===== src/rtl/memory_access_pkg.sv =====
// Shared types for the memory stage: data-bus request/response, access size,
// and the execute/memory pipeline bundles.
// Latency: n/a (types only). Backpressure: n/a.
package memory_access_pkg;

  // Access size; the encoding is log2 of the byte count.
  typedef enum logic [1:0] {
    MSIZE1 = 2'd0,
    MSIZE2 = 2'd1,
    MSIZE4 = 2'd2,
    MSIZE8 = 2'd3
  } msize_t;

  typedef struct packed {
    logic        valid;
    logic [63:0] addr;
    msize_t      size;
    logic [7:0]  strobe;
    logic [63:0] data;
  } dbus_req_t;

  typedef struct packed {
    logic        data_ok;
    logic [63:0] data;
  } dbus_resp_t;

  typedef struct packed {
    logic        valid;
    logic [31:0] instr;
    logic [63:0] pc;
    logic [63:0] aluout;
    logic [63:0] writedata;
    logic        memread;
    logic        memwrite;
    logic        memtoreg;
    logic        regwrite;
    logic [4:0]  dst;
    msize_t      msize;
    logic        msigned;
  } execute_data_t;

  typedef struct packed {
    logic        valid;
    logic [31:0] instr;
    logic [63:0] pc;
    logic [63:0] aluout;
    logic [63:0] readdata;
    logic        memread;
    logic        memwrite;
    logic        memtoreg;
    logic        regwrite;
    logic [4:0]  dst;
  } memory_data_t;

  typedef enum logic {
    S_IDLE = 1'b0,
    S_BUSY = 1'b1
  } ma_state_t;

endpackage


===== src/rtl/mem_align.sv =====
// Byte-lane alignment: load extract/extend and store lane shift/strobe.
// Latency: purely combinational, 0 cycles.
// Backpressure: none; both paths are evaluated every cycle.
module mem_align
  import memory_access_pkg::*;
(
  input  logic [63:0] ld_data_i,
  input  logic [2:0]  ld_off_i,
  input  msize_t      ld_size_i,
  input  logic        ld_signed_i,
  output logic [63:0] ld_value_o,
  input  logic [63:0] st_wdata_i,
  input  logic [2:0]  st_off_i,
  input  msize_t      st_size_i,
  output logic [63:0] st_data_o,
  output logic [7:0]  st_strobe_o
);

  logic [63:0] ld_shifted;
  logic [7:0]  st_mask;

  // Load: move the addressed bytes down to lane 0, then zero/sign-extend.
  always_comb begin
    ld_shifted = ld_data_i >> {ld_off_i, 3'b000};
    case (ld_size_i)
      MSIZE1:  ld_value_o = {{56{ld_signed_i & ld_shifted[7]}}, ld_shifted[7:0]};
      MSIZE2:  ld_value_o = {{48{ld_signed_i & ld_shifted[15]}}, ld_shifted[15:0]};
      MSIZE4:  ld_value_o = {{32{ld_signed_i & ld_shifted[31]}}, ld_shifted[31:0]};
      default: ld_value_o = ld_shifted;
    endcase
  end

  // Store: shift write data into its byte lanes and build the matching strobe.
  always_comb begin
    case (st_size_i)
      MSIZE1:  st_mask = 8'h01;
      MSIZE2:  st_mask = 8'h03;
      MSIZE4:  st_mask = 8'h0F;
      default: st_mask = 8'hFF;
    endcase
    st_data_o   = st_wdata_i << {st_off_i, 3'b000};
    st_strobe_o = st_mask << st_off_i;
  end

endmodule


===== src/rtl/memory_access.sv =====
// Registered memory stage: issues one data-bus request per load/store and aligns the result.
// Latency: 1 cycle for non-memory ops; data_ok in cycle k gives dataM in cycle k+1.
// Backpressure: stallM holds upstream from op acceptance until the cycle data_ok arrives.
module memory_access
  import memory_access_pkg::*;
(
  input  logic          clk,
  input  logic          reset,
  input  execute_data_t dataE,
  output logic          stallM,
  output memory_data_t  dataM,
  input  dbus_resp_t    dresp,
  output dbus_req_t     dreq
);

  ma_state_t    state_q, state_d;
  memory_data_t pend_q, pend_d;      // pass-through fields of the op on the bus
  logic         signed_q, signed_d;  // load sign-extension flag of that op
  dbus_req_t    dreq_q, dreq_d;
  memory_data_t dataM_q, dataM_d;

  memory_data_t pass_e;
  logic [63:0]  ld_value;
  logic [63:0]  st_data;
  logic [7:0]   st_strobe;

  // Load side works on the held request; store side on the incoming op.
  mem_align u_align (
    .ld_data_i   (dresp.data),
    .ld_off_i    (dreq_q.addr[2:0]),
    .ld_size_i   (dreq_q.size),
    .ld_signed_i (signed_q),
    .ld_value_o  (ld_value),
    .st_wdata_i  (dataE.writedata),
    .st_off_i    (dataE.aluout[2:0]),
    .st_size_i   (dataE.msize),
    .st_data_o   (st_data),
    .st_strobe_o (st_strobe)
  );

  // Writeback bundle built from the execute bundle, readdata zero.
  always_comb begin
    pass_e          = '0;
    pass_e.valid    = 1'b1;
    pass_e.instr    = dataE.instr;
    pass_e.pc       = dataE.pc;
    pass_e.aluout   = dataE.aluout;
    pass_e.memread  = dataE.memread;
    pass_e.memwrite = dataE.memwrite;
    pass_e.memtoreg = dataE.memtoreg;
    pass_e.regwrite = dataE.regwrite;
    pass_e.dst      = dataE.dst;
  end

  // Next-state, request and stall logic; dataM defaults to a bubble.
  always_comb begin
    state_d  = state_q;
    pend_d   = pend_q;
    signed_d = signed_q;
    dreq_d   = dreq_q;
    dataM_d  = '0;
    stallM   = 1'b0;
    case (state_q)
      S_IDLE: begin
        if (dataE.valid) begin
          if (dataE.memread || dataE.memwrite) begin
            stallM        = 1'b1;
            state_d       = S_BUSY;
            pend_d        = pass_e;
            signed_d      = dataE.msigned;
            dreq_d.valid  = 1'b1;
            dreq_d.addr   = dataE.aluout;
            dreq_d.size   = dataE.msize;
            dreq_d.strobe = st_strobe;
            dreq_d.data   = st_data;
          end else begin
            dataM_d = pass_e;
          end
        end
      end
      S_BUSY: begin
        // Request stays frozen in dreq_q until the bus answers.
        stallM = !dresp.data_ok;
        if (dresp.data_ok) begin
          dataM_d          = pend_q;
          dataM_d.readdata = pend_q.memread ? ld_value : 64'd0;
          state_d          = S_IDLE;
          dreq_d           = '0;
        end
      end
      default: state_d = S_IDLE;
    endcase
  end

  // State and pipeline registers; reset abandons any bus transaction.
  always_ff @(posedge clk or negedge reset) begin
    if (!reset) begin
      state_q  <= S_IDLE;
      pend_q   <= '0;
      signed_q <= 1'b0;
      dreq_q   <= '0;
      dataM_q  <= '0;
    end else begin
      state_q  <= state_d;
      pend_q   <= pend_d;
      signed_q <= signed_d;
      dreq_q   <= dreq_d;
      dataM_q  <= dataM_d;
    end
  end

  assign dataM = dataM_q;
  assign dreq  = dreq_q;

endmodule


===== config.mk =====
export PLATFORM = sky130hd
export DESIGN_NAME = memory_access
export DESIGN_NICKNAME = d
export VERILOG_FILES = /design/src/rtl/memory_access_pkg.sv /design/src/rtl/mem_align.sv /design/src/rtl/memory_access.sv
export SDC_FILE = /design/constraint.sdc
export NUM_CORES = 1
export LEC_CHECK = 0
export ABC_AREA = 1
export ABC_CLOCK_PERIOD_IN_PS = 1900
export CORE_AREA = 2 2 263 265
export CTS_BUF_LIST = sky130_fd_sc_hd__clkbuf_8
export CTS_CLUSTER_DIAMETER = 120
export DETAILED_ROUTE_END_ITERATION = 10
export DIE_AREA = 0 0 265 267
export GPL_ROUTABILITY_DRIVEN = 0
export GPL_TIMING_DRIVEN = 0
export SLEW_MARGIN = 20
export SYNTH_ARGS = -nofsm -noshare
export SYNTH_HDL_FRONTEND = slang
export SYNTH_SLANG_ARGS = --single-unit

===== constraint.sdc =====
create_clock -name clk -period 1.9 [get_ports clk]
set_clock_uncertainty 0.15 [all_clocks]
set_input_delay 0.475 -clock clk [delete_from_list [all_inputs] [get_ports clk]]
set_output_delay 0.475 -clock clk [all_outputs]
set_load 0.02 [all_outputs]

======== Word level (Yosys, flattened, before mapping) ========
Cells that the tools add are included.
word-level totals
  register bits ........................... 545
  input bits .............................. 304
  output and inout bits ................... 374
  logic and storage cells ................. 62
operators by class
  eq/ne operators ......................... 7
  shifts and indexed selects .............. 3
  multiplexer cells ....................... 16
  bitwise logic cells ..................... 4
  reduce and logical (&&, ||, !) cells .... 6
operators by type and width
  cell                  number
  $mux W234             3
  $pmux W234 S2         1
  $mux W139             3
  $pmux W139 S2         1
  $pmux W64 S3          1
  $mux W64              1
  $shl A64 B6 Y64       1
  $shr A64 B6 Y64       1
  $pmux W8 S3           1
  $shl A8 B3 Y8         1
  $ne A2 B2 Y1 const B  3
  $reduce_and A3 Y1     2
  $eq A2 B1 Y1 const B  2
  $eq A2 B2 Y1 const B  2
  $logic_not A2 Y1      2
  $pmux W1 S2           2
  $and A1 B1 Y1         3
  $mux W1               3
  $logic_not A1 Y1      1
  $logic_or A1 B1 Y1    1
  $not A1 Y1            1

======== Longest topological paths before layout ========
Gate-level depths: netlist of the first run.
  depth in word-level cells ............... 6
  gate-level depth with buffers ........... 13
  depth with buffers taken out ............ 11

======== Cells and area by module ========
A second synthesis of the first run with hierarchy kept.
second synthesis, totals
  cell total of the unflattened synthesis .. 2868
  area, all modules ....................... 24225.7 µm²
modules (own cells, without submodules)
  module         instances  cells an instance  area each (µm²)  seq. area each (µm²)
  memory_access  1          2013               20099.3          13638.1
  mem_align      1          855                4126.5           0.0

======== Worst setup path before layout of the first run ========
Ideal clock, no wire load.
  path kind ............................... input to output
  start ................................... input dataE[10] (netlist name)
  end ..................................... output stallM
  arrival time ............................ 1.470 ns
  data required time ...................... 1.275 ns
  path slack .............................. -0.195 ns
  cell stages on the path ................. 6
  buffers on the path ..................... 2
  cell sequence ........................... nor2_4 > nor2_2 > buf_4 > inv_2 > clkbuf_1 > o21ai_0
on the way
  cells in the longest elaborated chain, start to end .. 4
ends and longest elaborated chain
  what                RTL line             source
  start: declaration  memory_access.sv:9   input execute_data_t dataE,
  $logic_or A1 B1 Y1  memory_access.sv:66  if (dataE.memread || dataE.memwrite) begin
  $mux W1             memory_access.sv:66
  $mux W1             memory_access.sv:65  if (dataE.valid) begin
  $pmux W1 S2         memory_access.sv:63  case (state_q)
  end: declaration    memory_access.sv:10  output logic stallM,
Every way passes these cells.

======== Worst setup path after layout of the first run ========
  start ................................... register state_q
  end ..................................... output stallM
on the way
  cells in the longest elaborated chain, start to end .. 2
ends and longest elaborated chain
  what                      RTL line              source
  start: declaration        memory_access.sv:16   ma_state_t state_q, state_d;
  start signal: assignment  memory_access.sv:104  state_q <= state_d;
  $not A1 Y1 (no line)      -
  $pmux W1 S2 (*)           memory_access.sv:63
Mark *: on every way between the ends. The rest lies on a longest branch, timed or not.

==> results.ini, run 1 <==
[yosys]
netlist_area_um2=23200
yosys-top-cells-count=nand2_1 (764), dfrtp_1 (545), o21ai_0 (387)
synth_nets=2930
avgSynthCellArea_um2=8.85
yosys.area.top_type=dfrtp_1
synth-edff-count=0
synth_cell_types=42
ys_ff_latch=545
ys_async_sr_fraction_pct=100
yosys_warnings=0
ys_seq_area_share_pct=58.7
yosysTopAreaCellShare_pct=58.7
synth-main-ff-cell=dfrtp_1
yosysMostFrequentCell=nand2_1
synthCells=2626
synth_area_leaders=dfrtp_1 (59%), nand2_1 (12%), o21ai_0 (8.3%)

[run]
maxCapViolations=0

[clock_tree]
clockBufferDepth=3
cts_tree=yes
cts_buffers=97
cts_htree_levels=3
clkTransAtPathRegs_ns=0.06
clock_latency_ns=0.71
cts_root_buf=clkbuf_8
clock_sinks=545

[die]
dieWidth_um=265
rows=96
initial_core_util_pct=34.2
io_pins=678
coreArea_um2=68000
die_y_um=267
design.die.area_um2=70800

[power]
total_power_w=0.0369
p_leak_nw=17.8
ir_drop_v=0.000547
power_density_nw_per_um2=1040

[global_route]
grt_antenna_before_repair=14
globalRouteOverflowTotal=0
grt_pass1_wl_mm=143
grt_max_degree=97
grt_use_total_pct=27.1
first_global_vias=22300

[place]
hpwl_mm=72.8
placed_area_um2=31300
io_buffers=675
placedCellCount=4189

[setup_path]
cp_slowest_cell=dfrtp_1
end_kind=output port
crit_end=stallM
startpoint_type=flop
cp_slowest_stage_delay_ns=0.38
cp.depth=8
crit_start=state_q
rr_endpoint=dataM[61]
crit_buf_inv=5
r2r_cells=13
crit_chain=inv_2 > nand2_4 > nor2_4 > buf_12 > inv_8 > clkbuf_16 > o21ai_4 > buf_6
cp.arrival_ns=1.83
critical_path_peak_fanout=2
critPathTopFamily=buffers and inverters
r2r_start=dreq[74]
crit_type=reg2out
worstPathRequired_ns=1.27
r2r_slack_ns=-0.19

[route]
routed_wl_mm=99.2
routedWlPerCell_um=22.2
first_pass_iters=6
initialDrtViolationCount=1891
ant_nets=0
via_count=22500
drc=0
avgViaCountPerCell=5.04

[sta]
clock.fmax_mhz=407
holdWs_ns=0.0762
period_needed_ns=2.46
maxSlewHeadroom_pct=50.7
rsz0062_at_grt=yes
worstMarginPinSlew_ns=0.740
min_period_over_period_pct=129
setup_slack_ns=-0.558
slew_viol_final=0
finalHoldViolCount=0
setup_viol=145

[layout]
final_nets=3807
area_growth_pct=52.3
final_layout_size_suffix_gt1_share_pct=27.1
final_cell_count_no_fill=4474
final.fill_count=6322
utilization_pct=52.1
final_area_um2=35400

[outcome]
violations=negative setup slack
outcome=finished with violations

[worst_hold_path]
min_path_type=in2async

worst min-delay path by stage:
stage / end / slack [ns] / cells after the start
2_1_floorplan: dataM[0] / 0.03 / 0
5_1_grt: dataM[199] / 0.07 / 2
6_report: dataM[198] / 0.08 / 2
3_3_place_gp: pend_q[233] / 0.28 / 2
3_5_place_dp: dataM[198] / 0.22 / 1
4_1_cts: dataM[198] / 0.03 / 2
layout by cell type, fill, tap and decap left out, types with 13 or more instances in the layout:
cell type,synthesis,layout
a21oi_1,61,44
a21oi_2,1,16
buf_2,65,124
buf_4,7,106
buf_6,10,310
clkbuf_1,83,39
clkbuf_2,0,27
clkbuf_8,0,133
clkdlybuf4s50_1,0,300
clkinv_2,1,17
dfrtp_1,545,541
inv_1,259,276
mux2i_1,17,16
nand2_1,764,720
nand2_2,6,30
nand2_4,3,21
nand3_1,120,100
nand3_2,5,21
nor2_1,29,27
nor3_2,30,13
nor3_4,0,19
o211ai_1,48,48
o21ai_0,387,344
o21ai_1,116,128
o21ai_2,0,25
cell type report:
class                           instances  area [um^2]  share of cell area [%]
Tap cell                              882         1100                    3.12
Buffer                                169         1120                    3.17
Clock buffer                          133         1830                    5.17
Timing Repair inverter                  1         8.76                  0.0247
Clock inverter                         45          255                   0.721
Antenna cell                           10         25.0                  0.0707
Inverter                              271         1060                    2.99
Sequential cell                       545        13600                    38.5
Timing Repair Buffer                  782         7820                    22.1
Multi-Input combinational cell       1636         8520                    24.1
power breakdown:
group	internal, W	switching [W]	leakage [nW]
combinational	0.00468	0.00656	9.50
sequential	0.0133	0.000924	7.12
clock	0.00629	0.00520	1.18
routing by layer:
layer	track usage (%)	part of all wire, %	up-vias
li1	-	-	10300
met1	33.7	39	10900
met2	44.1	47	1104
met3	6.60	8.1	292
met4	13.8	5.2	6
met5	0	0.040	-
kinds of logic after synthesis:
group | Yosys count | share of synthesized area (%)
compound gates | 639 | 14.6
mux | 17 | 0.732
flops | 545 | 58.7
buf+inv | 445 | 8.01
simple gates | 980 | 17.9
state kept, by name, summed over array words and instances (netlist names):
| name | cells |
|---|---|
| dataM | 234 |
| pend_q | 170 |
| dreq | 139 |
| signed_q | 1 |
| state_q | 1 |
metrics by stage:
stage / setup slack, ns / setup TNS [ns]
2_1_floorplan: 0.0495 / 0
3_3_place_gp: -24.98 / -
3_5_place_dp: -1.71 / -471.87
4_1_cts: -0.643 / -13.53
5_1_grt: -0.651 / -24.86
6_report: -0.558 / -10.43
repair_timing:
item / 4_1_cts / 5_1_grt
cloned: 8 / 4
gates resized for setup: 2427 / 215
pin swaps: 50 / 54
hold endpoints to repair: 285 / 0
buffers inserted: 59 / 39
hold buffers: 1 / 0
endpoints found under the setup margin: 881 / 469
Power figures use the tool's default switching activity.
==> run 2: changes to the inputs <==
--- a/config.mk
+++ b/config.mk
@@ -14,6 +14,7 @@
 export DIE_AREA = 0 0 265 267
 export GPL_ROUTABILITY_DRIVEN = 0
 export GPL_TIMING_DRIVEN = 0
+export SKIP_CTS_REPAIR_TIMING = 1
 export SLEW_MARGIN = 20
 export SYNTH_ARGS = -nofsm -noshare
 export SYNTH_HDL_FRONTEND = slang
==> run 2 against run 1 <==
Compared with the run above: the flow still finishes with violations (negative setup slack); via count fell by 0.62%; wire length fell by 1.2%; critical path depth is the same; global-route usage shrank 0.60 points; register-to-register slack worse by 0.12 ns; cell count is 0.16% lower; hold slack improved by 0.00064 ns; die area stayed put; count of clock-buffer cells in the layout unchanged; utilization is 0.69 points lower; fmax is 1.1% lower; sequential power barely moved; critical path type unchanged; critical endpoint unchanged; largest cell class unchanged; largest power group unchanged.
==> results.ini, run 2 (synthesized netlist as in run 1, its figures left out) <==
[route]
initialDrtViolationCount=1889  ; -0.11%
ant_nets=0  ; unchanged
routed_wl_mm=97.9  ; -1.2%
drc=0  ; unchanged
via_count=22400  ; -0.62%
avgViaCountPerCell=5.02  ; -0.47%
routedWlPerCell_um=21.9  ; -1.1%
first_pass_iters=5  ; -1

[setup_path]
crit_type=reg2out
cp_slowest_cell=dfrtp_1
startpoint_type=flop
cp.arrival_ns=1.86  ; +0.03 ns
crit_buf_inv=5  ; unchanged
end_kind=output port
critical_path_peak_fanout=5  ; +3
cp_slowest_stage_delay_ns=0.40  ; +0.02 ns
critPathTopFamily=buffers and inverters
r2r_cells=11  ; -2
path_common_cell=buf_12
crit_chain=inv_2 > nand2_4 > nor2_4 > buf_12 > inv_8 > buf_12 > o21ai_4 > buf_6
cp.depth=8  ; unchanged
worstPathRequired_ns=1.27  ; about the same

[layout]
utilization_pct=51.4  ; -0.69 points
final_nets=3798  ; -0.24%
mostFrequentLayoutCell=nand2_1
final_area_um2=34900  ; -1.3%
largest_reg_flops=234  ; unchanged
final_layout_size_suffix_gt1_share_pct=26.0  ; -1.1 points
area_growth_pct=50.3
mostFrequentLayoutCells=nand2_1 (728), dfrtp_1 (543), o21ai_0 (358)

[die]
rows=96  ; unchanged
dieWidth_um=265  ; unchanged
initial_core_util_pct=34.2  ; unchanged
die_y_um=267  ; unchanged
coreArea_um2=68000  ; unchanged
design.die.area_um2=70800  ; unchanged
io_pins=678  ; unchanged

[power]
p_clk_share_pct=31.4  ; +0.3 points
switching_share_pct=34.3  ; -0.057 points
pwr-share-comb_pct=29.7  ; -0.7 points
power_density_nw_per_um2=1050  ; +0.14%
ir_drop_v=0.000540  ; -1.2%
p_leak_nw=17.7  ; -0.79%
power.internal_w=0.0240  ; -1.1%
seqPwrFrac_pct=38.9  ; +0.4 points
total_power_w=0.0365  ; -1.2%
p_switching_w=0.0125  ; -1.4%

[place]
placed_area_um2=31300  ; unchanged
io_buffers=675  ; unchanged
hpwl_mm=72.8  ; unchanged

[outcome]
violations=negative setup slack
outcome=finished with violations

[global_route]
grt_use_total_pct=26.5  ; -0.60 points
grt_pass1_wl_mm=140  ; -2.3%
first_global_vias=21700  ; -2.6%
grt_max_degree=97  ; unchanged
globalRouteOverflowTotal=0  ; unchanged
grt_antenna_before_repair=15  ; +1

[sta]
slew_viol_final=0  ; unchanged
setup_viol=134  ; -7.6%
maxSlewHeadroom_pct=50.4  ; -0.22 points
period_needed_ns=2.49  ; +0.0274 ns
setup_slack_ns=-0.585  ; -0.0274 ns
holdWs_ns=0.0769  ; +0.000645 ns
worstMarginPinSlew_ns=0.743  ; +0.00329 ns
finalHoldViolCount=0  ; unchanged
clock.fmax_mhz=402  ; -1.1%
min_period_over_period_pct=131  ; +1.4 points
rsz0062_at_grt=yes

[clock_tree]
clkTransAtPathRegs_ns=0.06  ; about the same
cts_tree=yes
clock_latency_ns=0.71  ; about the same
clockBufferDepth=3  ; unchanged
cts_root_buf=clkbuf_8
cts_buffers=97  ; unchanged
clock_sinks=545  ; unchanged
cts_htree_levels=3  ; unchanged

[worst_hold_path]
min_path_type=in2async

[run]
maxCapViolations=0  ; unchanged

run 2: cell count changes in the layout (fill, tap and decap cells not counted), moves of 10 or more:
cell / change
clkbuf_2: +100
buf_6: -60
buf_2: -45
o21ai_0: +14
buf_4: -13
o21ai_1: -10
run 2: final cells by class:
| cell class | instances | area, um^2 |
|---|---|---|
| sequential | 545 | 13600 |
| inverter | 271 | 1050 |
| timing repair inverter | 1 | 8.76 |
| tap | 882 | 1100 |
| antenna | 12 | 30.0 |
| multi-input combinational | 1636 | 8420 |
| fill | 6382 | 33100 |
| clock inverter | 45 | 255 |
| clock buffer | 133 | 1830 |
| buffer | 172 | 1150 |
| timing repair buffer | 770 | 7430 |
run 2: final timing paths:
check	slack, ns	end	startpoint
setup reg to reg	-0.31	dataM[63]	dreq[74]
max in group asynchronous	0.22	dreq[49]	reset
hold reg to reg	0.30	pend_q[233]	pend_q[233]
min in group clk	0.14	dreq[66]	dataE[77]
setup / recovery	-0.59	stallM	state_q
hold / removal	0.08	dataM[198]	reset
run 2: power by group through the flow:
stage	Combinational, W	Sequential (W)	Clock, W
2_1_floorplan	0.00349	0.0153	0
3_3_place_gp	0.00916	0.0143	0
3_5_place_dp	0.00927	0.0143	0
4_1_cts	0.00931	0.0141	0.0118
5_1_grt	0.0116	0.0143	0.0123
6_report	0.0108	0.0142	0.0115
run 2: metal layers:
layer | global-route usage [%] | vias to the layer above | part of all wire [%]
met5 | 0 | - | 0.041
met4 | 12.9 | 6 | 5.5
met3 | 6.26 | 304 | 8.4
met2 | 43.1 | 1120 | 47
met1 | 33.3 | 10700 | 39
li1 | - | 10200 | -
run 2: stage by stage:
stage | std cells | setup WS (ns) | setup TNS (ns)
5_1_grt | 4467 | -0.682 | -33.88
6_report | 4467 | -0.585 | -19.01
4_1_cts | 4367 | -1.88 | -309.75
2_1_floorplan | 2626 | 0.0495 | 0
3_3_place_gp | 4183 | -24.98 | -
3_5_place_dp | 4189 | -1.71 | -471.87
